[src/rtl/gate_result_fifo_pkg.sv]
// Shared datapath constants for the logic stage, the result FIFO and writeback.
package gate_result_fifo_pkg;

  localparam int unsigned GATE_WIDTH       = 20;
  localparam int unsigned RESULT_FIFO_DEPTH = 4;

endpackage : gate_result_fifo_pkg

[src/rtl/gate_result_fifo.sv]
// Show-ahead result FIFO between the bitwise-logic stage and register writeback.
// Occupancy is tracked by an explicit counter so full and empty never rely on pointer compare.
module gate_result_fifo
  import gate_result_fifo_pkg::*;
#(
  parameter int unsigned WIDTH = GATE_WIDTH,
  parameter int unsigned DEPTH = RESULT_FIFO_DEPTH,
  parameter int unsigned PTR_W = $clog2(DEPTH)
) (
  input  logic             clk,
  input  logic             rst_n,
  input  logic             flush,
  input  logic [WIDTH-1:0] in_data,
  input  logic             in_valid,
  output logic             in_ready,
  output logic [WIDTH-1:0] out_data,
  output logic             out_valid,
  input  logic             out_ready,
  output logic [PTR_W:0]   count,
  output logic             almost_full
);

  localparam logic [PTR_W:0] FULL_CNT  = (PTR_W+1)'(DEPTH);
  localparam logic [PTR_W:0] ALMOST_CNT = (PTR_W+1)'(DEPTH - 1);

  logic [WIDTH-1:0] mem_q [DEPTH];
  logic [PTR_W-1:0] wr_ptr_q, wr_ptr_d;
  logic [PTR_W-1:0] rd_ptr_q, rd_ptr_d;
  logic [PTR_W:0]   count_q,  count_d;
  logic             do_wr, do_rd;

  assign in_ready    = (count_q != FULL_CNT);
  assign out_valid   = (count_q != '0);
  assign out_data    = mem_q[rd_ptr_q];
  assign count       = count_q;
  assign almost_full = (count_q >= ALMOST_CNT);

  assign do_wr = in_valid  && in_ready;
  assign do_rd = out_valid && out_ready;

  // Flush wins over any transfer in the same cycle.
  always_comb begin
    wr_ptr_d = wr_ptr_q;
    rd_ptr_d = rd_ptr_q;
    count_d  = count_q;
    if (flush) begin
      wr_ptr_d = '0;
      rd_ptr_d = '0;
      count_d  = '0;
    end else begin
      if (do_wr) wr_ptr_d = wr_ptr_q + 1'b1;
      if (do_rd) rd_ptr_d = rd_ptr_q + 1'b1;
      case ({do_wr, do_rd})
        2'b10:   count_d = count_q + 1'b1;
        2'b01:   count_d = count_q - 1'b1;
        default: count_d = count_q;
      endcase
    end
  end

  always_ff @(posedge clk or negedge rst_n) begin
    if (!rst_n) begin
      wr_ptr_q <= '0;
      rd_ptr_q <= '0;
      count_q  <= '0;
    end else begin
      wr_ptr_q <= wr_ptr_d;
      rd_ptr_q <= rd_ptr_d;
      count_q  <= count_d;
    end
  end

  // Storage is not reset; contents are only observed once count marks them valid.
  always_ff @(posedge clk) begin
    if (do_wr && !flush) mem_q[wr_ptr_q] <= in_data;
  end

endmodule : gate_result_fifo

[config.mk]
export PLATFORM = sky130hd
export DESIGN_NAME = gate_result_fifo
export DESIGN_NICKNAME = d
export VERILOG_FILES = /design/src/rtl/gate_result_fifo_pkg.sv /design/src/rtl/gate_result_fifo.sv
export SDC_FILE = /design/constraint.sdc
export NUM_CORES = 1
export LEC_CHECK = 0
export ABC_AREA = 1
export CAP_MARGIN = 25
export CORE_MARGIN = 10
export CORE_UTILIZATION = 35
export CTS_CLUSTER_DIAMETER = 60
export DETAILED_ROUTE_END_ITERATION = 10
export SETUP_SLACK_MARGIN = 0.02
export SYNTH_ARGS = -nofsm -noshare
export SYNTH_HDL_FRONTEND = slang
export SYNTH_SLANG_ARGS = --single-unit
[constraint.sdc]
create_clock -name clk -period 3.45 [get_ports clk]
set_input_delay 0.5175 -clock clk [delete_from_list [all_inputs] [get_ports clk]]
set_output_delay 0.5175 -clock clk [all_outputs]
set_load 0.005 [all_outputs]
==> Word-level counts from Yosys, hierarchy flattened <==
Memory sizes are Yosys's and may differ from the RTL's.
Cells that the tools add are included.
{ "totals": {"register_bits": 7, "ram_bits": 80, "input_bits": 25, "out_inout_bits": 26, "wordCells": 28, "mem_count": 1} }
{ "memory_table": {"columns": ["memory", "words", "width", "rd", "rd_ports_with_merged_regs", "wr", "line_no", "source"], "rows": [
  ["mem_q", 4, 20, 1, 0, 1, "gate_result_fifo.sv:26", "logic [WIDTH-1:0] mem_q [DEPTH];"]
]} }
{ "classes": {"n_addsub": 4, "n_lt_le_gt_ge": 1, "eq_ne": 3, "mux": 8, "reduce_logical": 8} }
{ "ops": {"columns": ["op", "count"], "rows": [
  ["two-way mux 2 bit", 4],
  ["one-hot mux 3 bit (2 select lines)", 1],
  ["nonzero test 3 bit", 2],
  ["adder 2 x 1 -> 2 bit (second input constant)", 2],
  ["nonzero test 2 bit", 2],
  ["adder 3 x 1 -> 3 bit (second input constant)", 1],
  [">= comparator 3 x 2 -> 1 bit (second input constant)", 1],
  ["logical AND 1 bit", 3],
  ["two-way mux 3 bit", 1],
  ["inequality test 3 bit (second input constant)", 1],
  ["subtractor 3 x 1 -> 3 bit (second input constant)", 1],
  ["equality test 2 x 1 -> 1 bit (second input constant)", 1],
  ["equality test 2 bit (second input constant)", 1],
  ["two-way mux 1 bit", 2],
  ["logical NOT 1 bit", 1]
]} }

==> Longest topological paths before layout <==
{ "logic_depth": {"word_depth": 5, "ltp_mapped": 13, "ltp_nobuf": 12} }

==> Worst setup path after synthesis <==
No wires, ideal clock.
{ "synth_timing": {"path_kind": "in2reg", "start": "input port flush", "end": "memory mem_q[0][0] (netlist bit) (enable)", "setup_time_ns": 0.397, "arrival_time_ns": 1.738, "required_ns": 3.053, "slack_ns": 1.316, "stages": 4, "n_path_buf": 1, "path_cell_list": "inv_1 > buf_2 > nand2_1 > nor2_1"} }
{ "synth_via": {"elab_chain_len": 4} }
{ "synth_rtl": {"columns": ["element", "line_no", "source"], "rows": [
  ["start: declaration", "gate_result_fifo.sv:12", "input logic flush,"],
  ["logical NOT 1 bit", "gate_result_fifo.sv:75", "if (do_wr && !flush) mem_q[wr_ptr_q] <= in_data;"],
  ["logical AND 1 bit", "gate_result_fifo.sv:75", null],
  ["two-way mux 1 bit", "gate_result_fifo.sv:75", null],
  ["two-way mux 1 bit (implied by the code)", "gate_result_fifo.sv:75", null],
  ["end: declaration", "gate_result_fifo.sv:26", null]
]} }
No other way between the ends.

==> Worst setup path after layout <==
{ "layout_timing": {"start": "register rd_ptr_q[0]", "end": "output port out_data[10]"} }
{ "layout_via": {"elab_chain_len": 1} }
{ "layout_rtl": {"columns": ["element", "line_no", "source"], "rows": [
  ["start: declaration", "gate_result_fifo.sv:28", "logic [PTR_W-1:0] rd_ptr_q, rd_ptr_d;"],
  ["start signal: assignment", "gate_result_fifo.sv:68", "rd_ptr_q <= rd_ptr_d;"],
  ["memory read (4 x 20 bit)", null, null],
  ["end: declaration", "gate_result_fifo.sv:16", "output logic [WIDTH-1:0] out_data,"]
]} }
No other way between the ends.

==> impl_summary.txt <==
----------------------------------------------------
[Pwr]
  Leakage dissipation ... between 1.5 and 2 nW
  Pwr/cell area ... about 630 mW/mm2
  Maximum vdd ir drop ... 0.2673 mV
  Power after layout ... roughly 2.7 mW

[Logic synthesis]
  Register bit count reported by yosys ... 87
  Per-instance average area after synthesis ... between 10 and 15 um2
  Synth area leaders ... sky130_fd_sc_hd__edfxtp_1 69%, sky130_fd_sc_hd__o21ai_0 6.0%, sky130_fd_sc_hd__dfrtp_1 5.0%
  Number of distinct library cells after synthesis ... 25
  Post-synthesis cell area ... about 0.0035 mm2
  Net count after synthesis ... about 300
  Top cell type by total area after synthesis ... sky130_fd_sc_hd__edfxtp_1
  Sequential cell area fraction in the yosys report ... 0.7362
  Instance count of the mapped netlist ... around 260
  Number of warning messages in the yosys log ... 0
  Share of the synthesized area in the top cell type ... 0.6862

[Detailed routing]
  Number of violations reported at the end of detailed-routing iteration 0 ... between 150 and 200
  Count of unresolved DRC violations after routing ... 0
  Routed vias/inst ... around 4.8
  Drt pass-1 iters ... 4
  Antenna-violating nets left ... 0
  Total Routed Length ... roughly 7500 um
  Via total after detailed routing ... about 2200
  Routed length per instance ... approximately 16 um

[Global routing]
  Met2 track demand over resource ... 0.1713
  Number of antenna violations at the first check in global routing ... 0
  Number of global-route vias before repair ... about 2300
  Total global routing overflow ... 0
  GRT met1 Usage ... 0.1258
  Maximum number of pins on one net before global-route repair ... 42
  Overall Global Routing Usage ... 0.1051
  Layer with the highest usage ... met2
  Global-route met3 utilization ... 0.02719
  First-pass GRT wire length ... between 10000 and 15000 um

[Setup path]
  Required time of the critical path ... 2.93 ns
  Crit Path Class ... reg2out
  RR Startpoint ... count[0]
  Critical register-to-register path endpoint ... mem_q[0][10]
  Crit start category ... flop
  R2R cell count ... 5
  Largest fanout on the critical path ... 41
  Crit path capture ... out_data[10]
  Critical Path Sink Type ... primary output
  Arrival time at the worst endpoint ... approximately 2.3 ns
  Launch point of the critical path ... rd_ptr_q[0]
  Register-to-register path setup slack ... 1.36 ns

[Outcome]
  Status ... complete, no violations

[Hold path]
  Classification of the worst-slack hold path ... in2async

[Timing]
  Final TNS setup ... 0 ns
  Setup skew after layout ... approximately 0.0085 ns
  Count of pins over their slew limit ... 0
  Min Tclk post-route ... about 2.8 ns
  Hold Worst Slack ... approximately 0.44 ns
  Relative slew margins ... 0.5493
  # setup viols final ... 0
  Final Hold Fails ... 0
  Unrepaired setup endpoints after global routing ... no
  Max Freq ... 352.0 MHz
  Tightest Pin Transition ... between 0.6 and 0.7 ns
  Fin crit share ... 0.8235

[Floorplanning]
  Initial core utilization ... 0.3582
  Die ar. ... 0.01440 mm2
  Horizontal die dimension ... roughly 120 um
  Die boundary height ... 120.0 um
  Standard cell core area ... 0.009774 mm2
  FP Rows ... 36
  Top Ports ... 51

[Layout]
  Fraction of layout cells with a size suffix above 1 ... 0.1142
  # fillers ... just under 900
  Final instance count without filler cells ... between 400 and 500
  Area of combinational cells with multiple inputs ... 805.8 um2
  Synth-to-layout area growth ... 23.87%
  Register area ... around 0.0026 mm2
  Final Net Count ... 349
  Number of antenna diodes ... 0

[Clock network]
  Count of hold-fix buffers inserted at cts ... 0
  Clock root buffer ... sky130_fd_sc_hd__clkbuf_8
  Number of instances resized during post-cts repair ... 0
  Number of buffers on the longest clock path ... 2
  Clock latency on the worst-skew pair ... 0.34 ns
  Number of buffers added by the clock tree synthesis step ... 9
  Depth of the CTS H-tree ... 3
  Register clock-pin slew on the reported worst setup and hold paths ... 0.08 ns
  Clock tree from TritonCTS ... yes
  Post-CTS setup buffer count ... 0
  Total clock sinks ... 87

[Placement]
  Final RePlAce weighted congestion ... about 0.76
  Placed insts ... 441
  Detailed placement HPWL ... 4842 um
  I/O Buffers ... 50

[Job]
  Max Cap Viol ... 0

----------------------------------------------------
## layer usage
metal / part of all wire / wire length [um] / vias up
li1: - / - / 1059
met1: 0.43 / 3218 / 1091
met2: 0.51 / 3824 / 53
met3: 0.040 / 302 / 8
met4: 0.015 / 115 / 0
met5: 0 / 0 / -
## cells in the mapped netlist, drive strengths merged
cell    instances
nand3           6
xnor2           1
nand4           3
o22ai          20
xor2            1
buf             7
clkbuf          8
nor2           47
o21ai          42
edfxtp         80
nand2          20
inv            14
ha              4
a21oi           3
dfrtp           7
fa              1
## per-stage QoR
stage | util | worst slack, ns | cell area, um2
floorplan | - | 1.316 | 3501
global placement | 0.4269 | 0.9134 | 4173
detailed placement | 0.4269 | 0.8876 | 4173
CTS | 0.4437 | 0.5942 | 4337
global route | 0.4437 | 0.4646 | 4337
finish | 0.4437 | 0.6088 | 4337
## critical path, stage by stage, from the launching register on
cell and delay, ns:
sky130_fd_sc_hd__dfrtp_1 0.39, sky130_fd_sc_hd__buf_4 0.21, sky130_fd_sc_hd__inv_1 0.07, sky130_fd_sc_hd__buf_4 0.37, sky130_fd_sc_hd__o21ai_0 0.14, sky130_fd_sc_hd__o22ai_1 0.23, sky130_fd_sc_hd__clkdlybuf4s50_1 0.56
## placed cells by master, fill, tap and decap left out, drive strengths merged
master	n
clkinvlp	2
dfrtp	7
nand4	3
clkbuf	10
nand3	6
buf	9
inv	15
nand2	20
fa	1
nor2	47
xnor2	1
o22ai	20
ha	4
clkinv	3
clkdlybuf4s50	50
o21ai	42
a21oi	3
edfxtp	80
xor2	1
## how the worst min path moves through the flow
stage	start	end	slack (ns)	cells after the start
2_1_floorplan	rst_n	count[0]	0.22	0
3_3_place_gp	wr_ptr_q[1]	wr_ptr_q[1]	0.63	2
3_5_place_dp	wr_ptr_q[1]	wr_ptr_q[1]	0.63	2
4_1_cts	rst_n	count[1]	0.44	1
5_1_grt	rst_n	count[2]	0.45	1
6_report	rst_n	count[1]	0.44	1
## sequential cells by signal, indices dropped and copies added, names as in the netlist
register,count
count,3
mem_q,80
rd_ptr_q,2
wr_ptr_q,2
## report_power, final
| group | leakage (nW) | internal, mW | total, mW | switching, mW |
|---|---|---|---|---|
| registers | 0.819 | 1.23 | 1.28 | 0.0540 |
| logic | 0.621 | 0.403 | 0.838 | 0.435 |
| clock network | 0.0778 | 0.258 | 0.601 | 0.343 |
| total | 1.52 | 1.89 | 2.72 | 0.831 |
## final cells by class
cell class | count | share of cell area
inverter | 14 | 0.01269
clock buffer | 10 | 0.02943
clock inverter | 6 | 0.008367
tap | 133 | 0.03837
timing repair buffer | 59 | 0.1310
sequential | 87 | 0.5943
multi-input combinational | 148 | 0.1858
## kinds of logic after synthesis
kind of cell,synth area share
buf+inv,0.03646
xor+xnor,0.005004
compound gates,0.1044
flops,0.7362
fa+ha+maj,0.02002
simple gates,0.09793
No activity file was read; power rests on OpenSTA's default activity.
